$ cat config.mk
export PLATFORM = sky130hd
export DESIGN_NAME = clkdiv_prog
export DESIGN_NICKNAME = d
export VERILOG_FILES = /design/src/rtl/clkdiv_prog.sv
export SDC_FILE = /design/constraint.sdc
export NUM_CORES = 1
export LEC_CHECK = 0
export ABC_CLOCK_PERIOD_IN_PS = 2100
export CAP_MARGIN = 10
export CORE_ASPECT_RATIO = 0.5
export CORE_UTILIZATION = 40
export DETAILED_ROUTE_END_ITERATION = 12
export GPL_TIMING_DRIVEN = 0
export SLEW_MARGIN = 20
export SYNTH_ARGS = -nofsm -noshare
export SYNTH_HDL_FRONTEND = slang
export SYNTH_SLANG_ARGS = --single-unit
$ cat constraint.sdc
create_clock -name clk -period 2.1 [get_ports clk]
set_input_delay 0.42 -clock clk [delete_from_list [all_inputs] [get_ports clk]]
set_output_delay 0.42 -clock clk [all_outputs]
set_load 0.01 [all_outputs]
$ cat src/rtl/clkdiv_prog.sv
// clkdiv_prog: free-running counter plus CH programmable dividers,
// each producing a one-cycle tick and a 50% square wave.
module clkdiv_prog #(
    parameter int WIDTH       = 32,
    parameter int CH          = 2,
    parameter int DIVW        = 16,
    parameter int DEFAULT_DIV = 1
) (
    input  logic               clk,
    input  logic               rst,
    input  logic               en,
    input  logic [CH-1:0]      div_load,
    input  logic [DIVW-1:0]    div_val,
    output logic [WIDTH-1:0]   div_res,
    output logic [CH-1:0]      tick,
    output logic [CH-1:0]      sq,
    output logic [CH*DIVW-1:0] div_cur
);

    localparam logic [DIVW-1:0] DEF = DIVW'(DEFAULT_DIV);

    logic [DIVW-1:0] cnt     [CH];
    logic [DIVW-1:0] div_reg [CH];

    always_ff @(posedge clk) begin
        if (rst) begin
            div_res <= '0;
        end else if (en) begin
            div_res <= div_res + 1'b1;
        end
    end

    // Load beats terminal count beats plain counting; en=0 freezes.
    always_ff @(posedge clk) begin
        if (rst) begin
            tick <= '0;
            sq   <= '0;
            for (int i = 0; i < CH; i++) begin
                cnt[i]     <= '0;
                div_reg[i] <= DEF;
            end
        end else begin
            for (int i = 0; i < CH; i++) begin
                priority case (1'b1)
                    div_load[i]: begin
                        div_reg[i] <= div_val;
                        cnt[i]     <= '0;
                        tick[i]    <= 1'b0;
                    end
                    en && (cnt[i] == div_reg[i]): begin
                        cnt[i]  <= '0;
                        tick[i] <= 1'b1;
                        sq[i]   <= ~sq[i];
                    end
                    en: begin
                        cnt[i]  <= cnt[i] + 1'b1;
                        tick[i] <= 1'b0;
                    end
                    default: begin
                        tick[i] <= 1'b0;
                    end
                endcase
            end
        end
    end

    for (genvar g = 0; g < CH; g++) begin : g_cur
        assign div_cur[g*DIVW +: DIVW] = div_reg[g];
    end

endmodule

==> Yosys cells after proc, flatten, opt, wreduce, memory -nomap -nowiden <==
Memory sizes are Yosys's and may differ from the RTL's.
Index checks and enable logic that the tools add are counted.
{ "totals": {"ramBits": 64, "reg_bits": 36, "output_inout_bits": 68, "mem_count": 2, "in_bits": 21} }
{ "memory_table": {"columns": ["name", "depth", "word_bits", "rd", "rd_clocked_by_memory_dff", "write_ports", "line_no", "rtl"], "rows": [
  ["cnt", 2, 16, 2, 0, 2, "22", "logic [DIVW-1:0] cnt [CH];"],
  ["div_reg", 2, 16, 2, 0, 2, "23", "logic [DIVW-1:0] div_reg [CH];"]
]} }
{ "classes": {"add_sub_neg": 3, "eq_ne": 2, "bitwise_logic": 12, "n_reduce_logical": 4, "muxes": 33} }
{ "ops": {"columns": ["operator", "count"], "rows": [
  ["$mux W16", 8],
  ["$add A16 B1 Y16 const B", 2],
  ["$add A32 B1 Y32 const B", 1],
  ["$eq A16 B16 Y1", 2],
  ["$mux W1", 25],
  ["$or A1 B1 Y1", 8],
  ["$not A1 Y1", 4],
  ["$reduce_and A2 Y1", 2],
  ["$logic_and A1 B1 Y1", 2]
]} }

==> Logic depth before layout (Yosys ltp) <==
{ "logic_depth": {"depth_word": 8, "depth_mapped": 7, "mapped_depth_nobuf": 6} }

==> Worst setup path after synthesis <==
No wires, ideal clock.
{ "synth_timing": {"kind": "reg-to-reg", "start": "memory cnt[1][3]", "end": "memory cnt[1][10] (data pin)", "period_less_slack_ns": 1.719, "path_stages_with_launch": 8, "slack_ns": 0.381, "path_buffers": 2, "t_arrival_ns": 1.463, "path_cell_list": "edfxtp_1 -> buf_2 -> xor2_1 -> nor4_1 -> nand4_1 -> nand3_2 -> buf_2 -> nor2_1"} }
{ "synth_lines": {"columns": ["element", "line_no"], "rows": [
  ["start: declaration", "22"]
]} }

==> impl_results.md <==
* Status: finished, final reports clean
* Share of cells above drive strength 1 at 11.8%
* Root buffer cell: clkbuf_16
* DRT iter0 DRCs at 111
* Max IR drop VDD at 0.000370 V
* Cts bufs inserted at 9
* Setup CP Type: register to register
* Share of flip-flops with an asynchronous set or reset at 0%
* Hpwl dp at roughly 7700 µm
* Warning count from the yosys run at 0
* Routed length per instance at between 15 and 20 µm
* Commonest cells after routing, fill and taps aside: clkdlybuf4s50_1 (87), nor2_1 (70), edfxtp_1 (64)
* Dpl cells at roughly 670
* Synthesized area at roughly 4800 µm²
* Max Root-Sink Buffers at 2
* Most common cell after layout, fill and taps aside: clkdlybuf4s50_1
* Crit-path max FO at 5
* Leakage at 2.21 nW
* # DRC at 0
* Die area at approximately 12000 µm²
* Antenna viol nets, final at 0
* Worst Path Required at 2.32 ns
* Startpoint Class: register
* Via count at about 3400
* Initial Util at ~42%
* GR Overflow Total at 0
* Row count at 27
* CP Capture Type: register
* # nets final at between 500 and 600
* CTS tree: yes
* IO Count at slightly below 90
* Most common flop cell mapped by yosys: edfxtp_1
* Initial antenna violation count at 0
* Core area at 11300 µm²
* Worst setup startpoint: cnt[0][3]$_SDFFCE_PN0P_
* Sequential area share after synthesis at between 50% and 60%
* Clk Latency, worst-skew pair at around 0.34 ns
* Arr. time, crit path at 2.18 ns
* Vias per cell at 4.88
* Die Span Y at slightly below 80 µm
* Register bit count reported by yosys at 100
* Worst Hold Class: input port to register
* R2R cell count at 6
* CTS Hold Buffers Added at 0
* Clock transition at path regs at roughly 0.070 ns
* Finished Layout Cells at 691
* GPL Wtd Cong at about 0.84
* DRT Pass-1 Iters at 4
* FF-to-FF End: sq[0]$_SDFFE_PP0P_
* Post-Syn Instances at 423
* Worst r2r src: cnt[0][3]$_SDFFCE_PN0P_
* Area growth syn-to-layout at 31.0%
* Slew Limit Fails at 0
* Final hold vios at 0
* Total track usage at a little under a fifth
* Final setup viols at 0
* Largest net degree at the start of global routing at 18
* Die X at 157 µm
* Sink Count at 100
* CP endpoint: sq[0]$_SDFFE_PP0P_
* Yosys cell types at 36
* Fin crit share at 93.2%
* Vias in the first global route at approximately 3100
* Worst reg2reg setup slack at about 0.14 ns
* Setup TNS at 0 ns
* Max Freq at approximately 500 MHz
* Number of synthesized flops with an enable pin at 64
* Minimum clock period at slightly below 2 ns
* Mean post-synth cell area at between 10 and 15 µm²
* Worst Max-Slew Pin Slew at ~0.74 ns
* Final wirelength at roughly 11000 µm
* Port Buffer Count at 87
* First-pass GRT wire length at around 17000 µm
* Max-cap violations at 0
* Diodes inserted at 0
* Slew HR at between 50% and 60%
* Clock skew at around 0.009 ns
* Cell Pwr Density at 692 nW/µm²
* Clock H-tree levels at 3
* Syn Nets at 447
-- routing by layer --
layer / vias up / GRT usage [%] / part of all wire [%]
li1: 1689 / - / -
met1: 1598 / 25.4 / 49
met2: 77 / 27.6 / 44
met3: 9 / 5.57 / 5.8
met4: 0 / 4.12 / 0.68
met5: - / 0 / 0
-- cell families (layout without fill, tap and decap cells) --
family | after synthesis | count (layout) | share of synthesized area [%]
DFF | 100 | 100 | 55.3
muxes | 3 | 3 | 0.681
and+or+nand+nor | 200 | 200 | 24.4
xor gates and xnor gates | 86 | 86 | 15.8
buffers and inverters | 21 | 130 | 2.02
AOI/OAI and AO/OA | 10 | 10 | 1.05
adders and majority gates | 3 | 3 | 0.785
-- worst min-delay path by stage --
stage / endpoint / startpoint / slack (ns) / depth (start not counted)
after floorplan: div_res[7]$_SDFFE_PP0P_ / div_res[7]$_SDFFE_PP0P_ / 0.54 / 2
after global routing: div_res[0]$_SDFFE_PP0P_ / en / 0.49 / 3
after global placement: div_res[31]$_SDFFE_PP0P_ / div_res[31]$_SDFFE_PP0P_ / 0.50 / 2
after detailed placement: div_res[31]$_SDFFE_PP0P_ / div_res[31]$_SDFFE_PP0P_ / 0.52 / 2
after CTS: div_res[0]$_SDFFE_PP0P_ / en / 0.45 / 3
final: div_res[0]$_SDFFE_PP0P_ / en / 0.45 / 3
-- layout make-up --
type	count	area, µm²
Timing Repair Buffer	95	931
Tap cell	159	199
Inverter	9	33.8
Multi-Input combinational cell	302	2100
Fill cell	984	5060
Clock inverter	6	66.3
Sequential cell	100	2640
Buffer	11	63.8
Clock buffer	9	225
-- power by group --
group / switching [mW] / leakage, nW / internal (mW)
Sequential: 0.0888 / 1.00 / 2.19
Clock: 0.725 / 0.135 / 0.918
Combinational: 0.194 / 1.07 / 0.217
Total: 1.01 / 2.21 / 3.32
-- worst max-delay path: stages, from the launching register on --
cell and delay (ns):
edfxtp_1 0.47, xor2_1 0.21, nor4_2 0.36, nand4_1 0.12, buf_4 0.18, nor3_1 0.15
mux2_1 0.34
-- repair_timing --
action	in CTS	in global routing
pin swaps	2	2
gates resized for setup	6	6
hold endpoints to repair	0	0
setup buffers	2	6
endpoints found under the setup margin	21	22
-- cell usage after synthesis, types with 3 or more instances --
cell      count  area, µm²
xor2_1       54        473
xnor2_1      32        280
nor4_1        9       56.3
and3_1        4       25.0
and4_4        3       33.8
ha_1          3       37.5
and4_1        5       43.8
clkbuf_1      4       15.0
nor3_1       10       50.1
nand4_1      12       75.1
nand3_2       4       40.0
nor4_2        6       75.1
inv_1         9       33.8
nand3_1      14       70.1
nand2_1      25       93.8
edfxtp_1     64       1920
dfxtp_1      36        721
o21ai_0       5       25.0
or3_1         6       37.5
a21oi_1       5       25.0
buf_2         5       25.0
nor2_1       70        263
nor3_2        8       80.1
and2_1       15       93.8
-- through the flow --
step	power, mW	cell area [µm²]	utilization, %	worst slack [ns]	hold WS (ns)
after detailed placement	2.71	5850	51.7	-0.126	0.516
after floorplan	2.48	4780	-	0.381	0.540
after global placement	2.71	5850	51.7	-0.142	0.503
after global routing	4.51	6260	55.3	-0.00194	0.491
after CTS	4.36	6200	54.7	0.0430	0.449
final	4.33	6260	55.3	0.143	0.450
(Power assumes the default switching activity.)
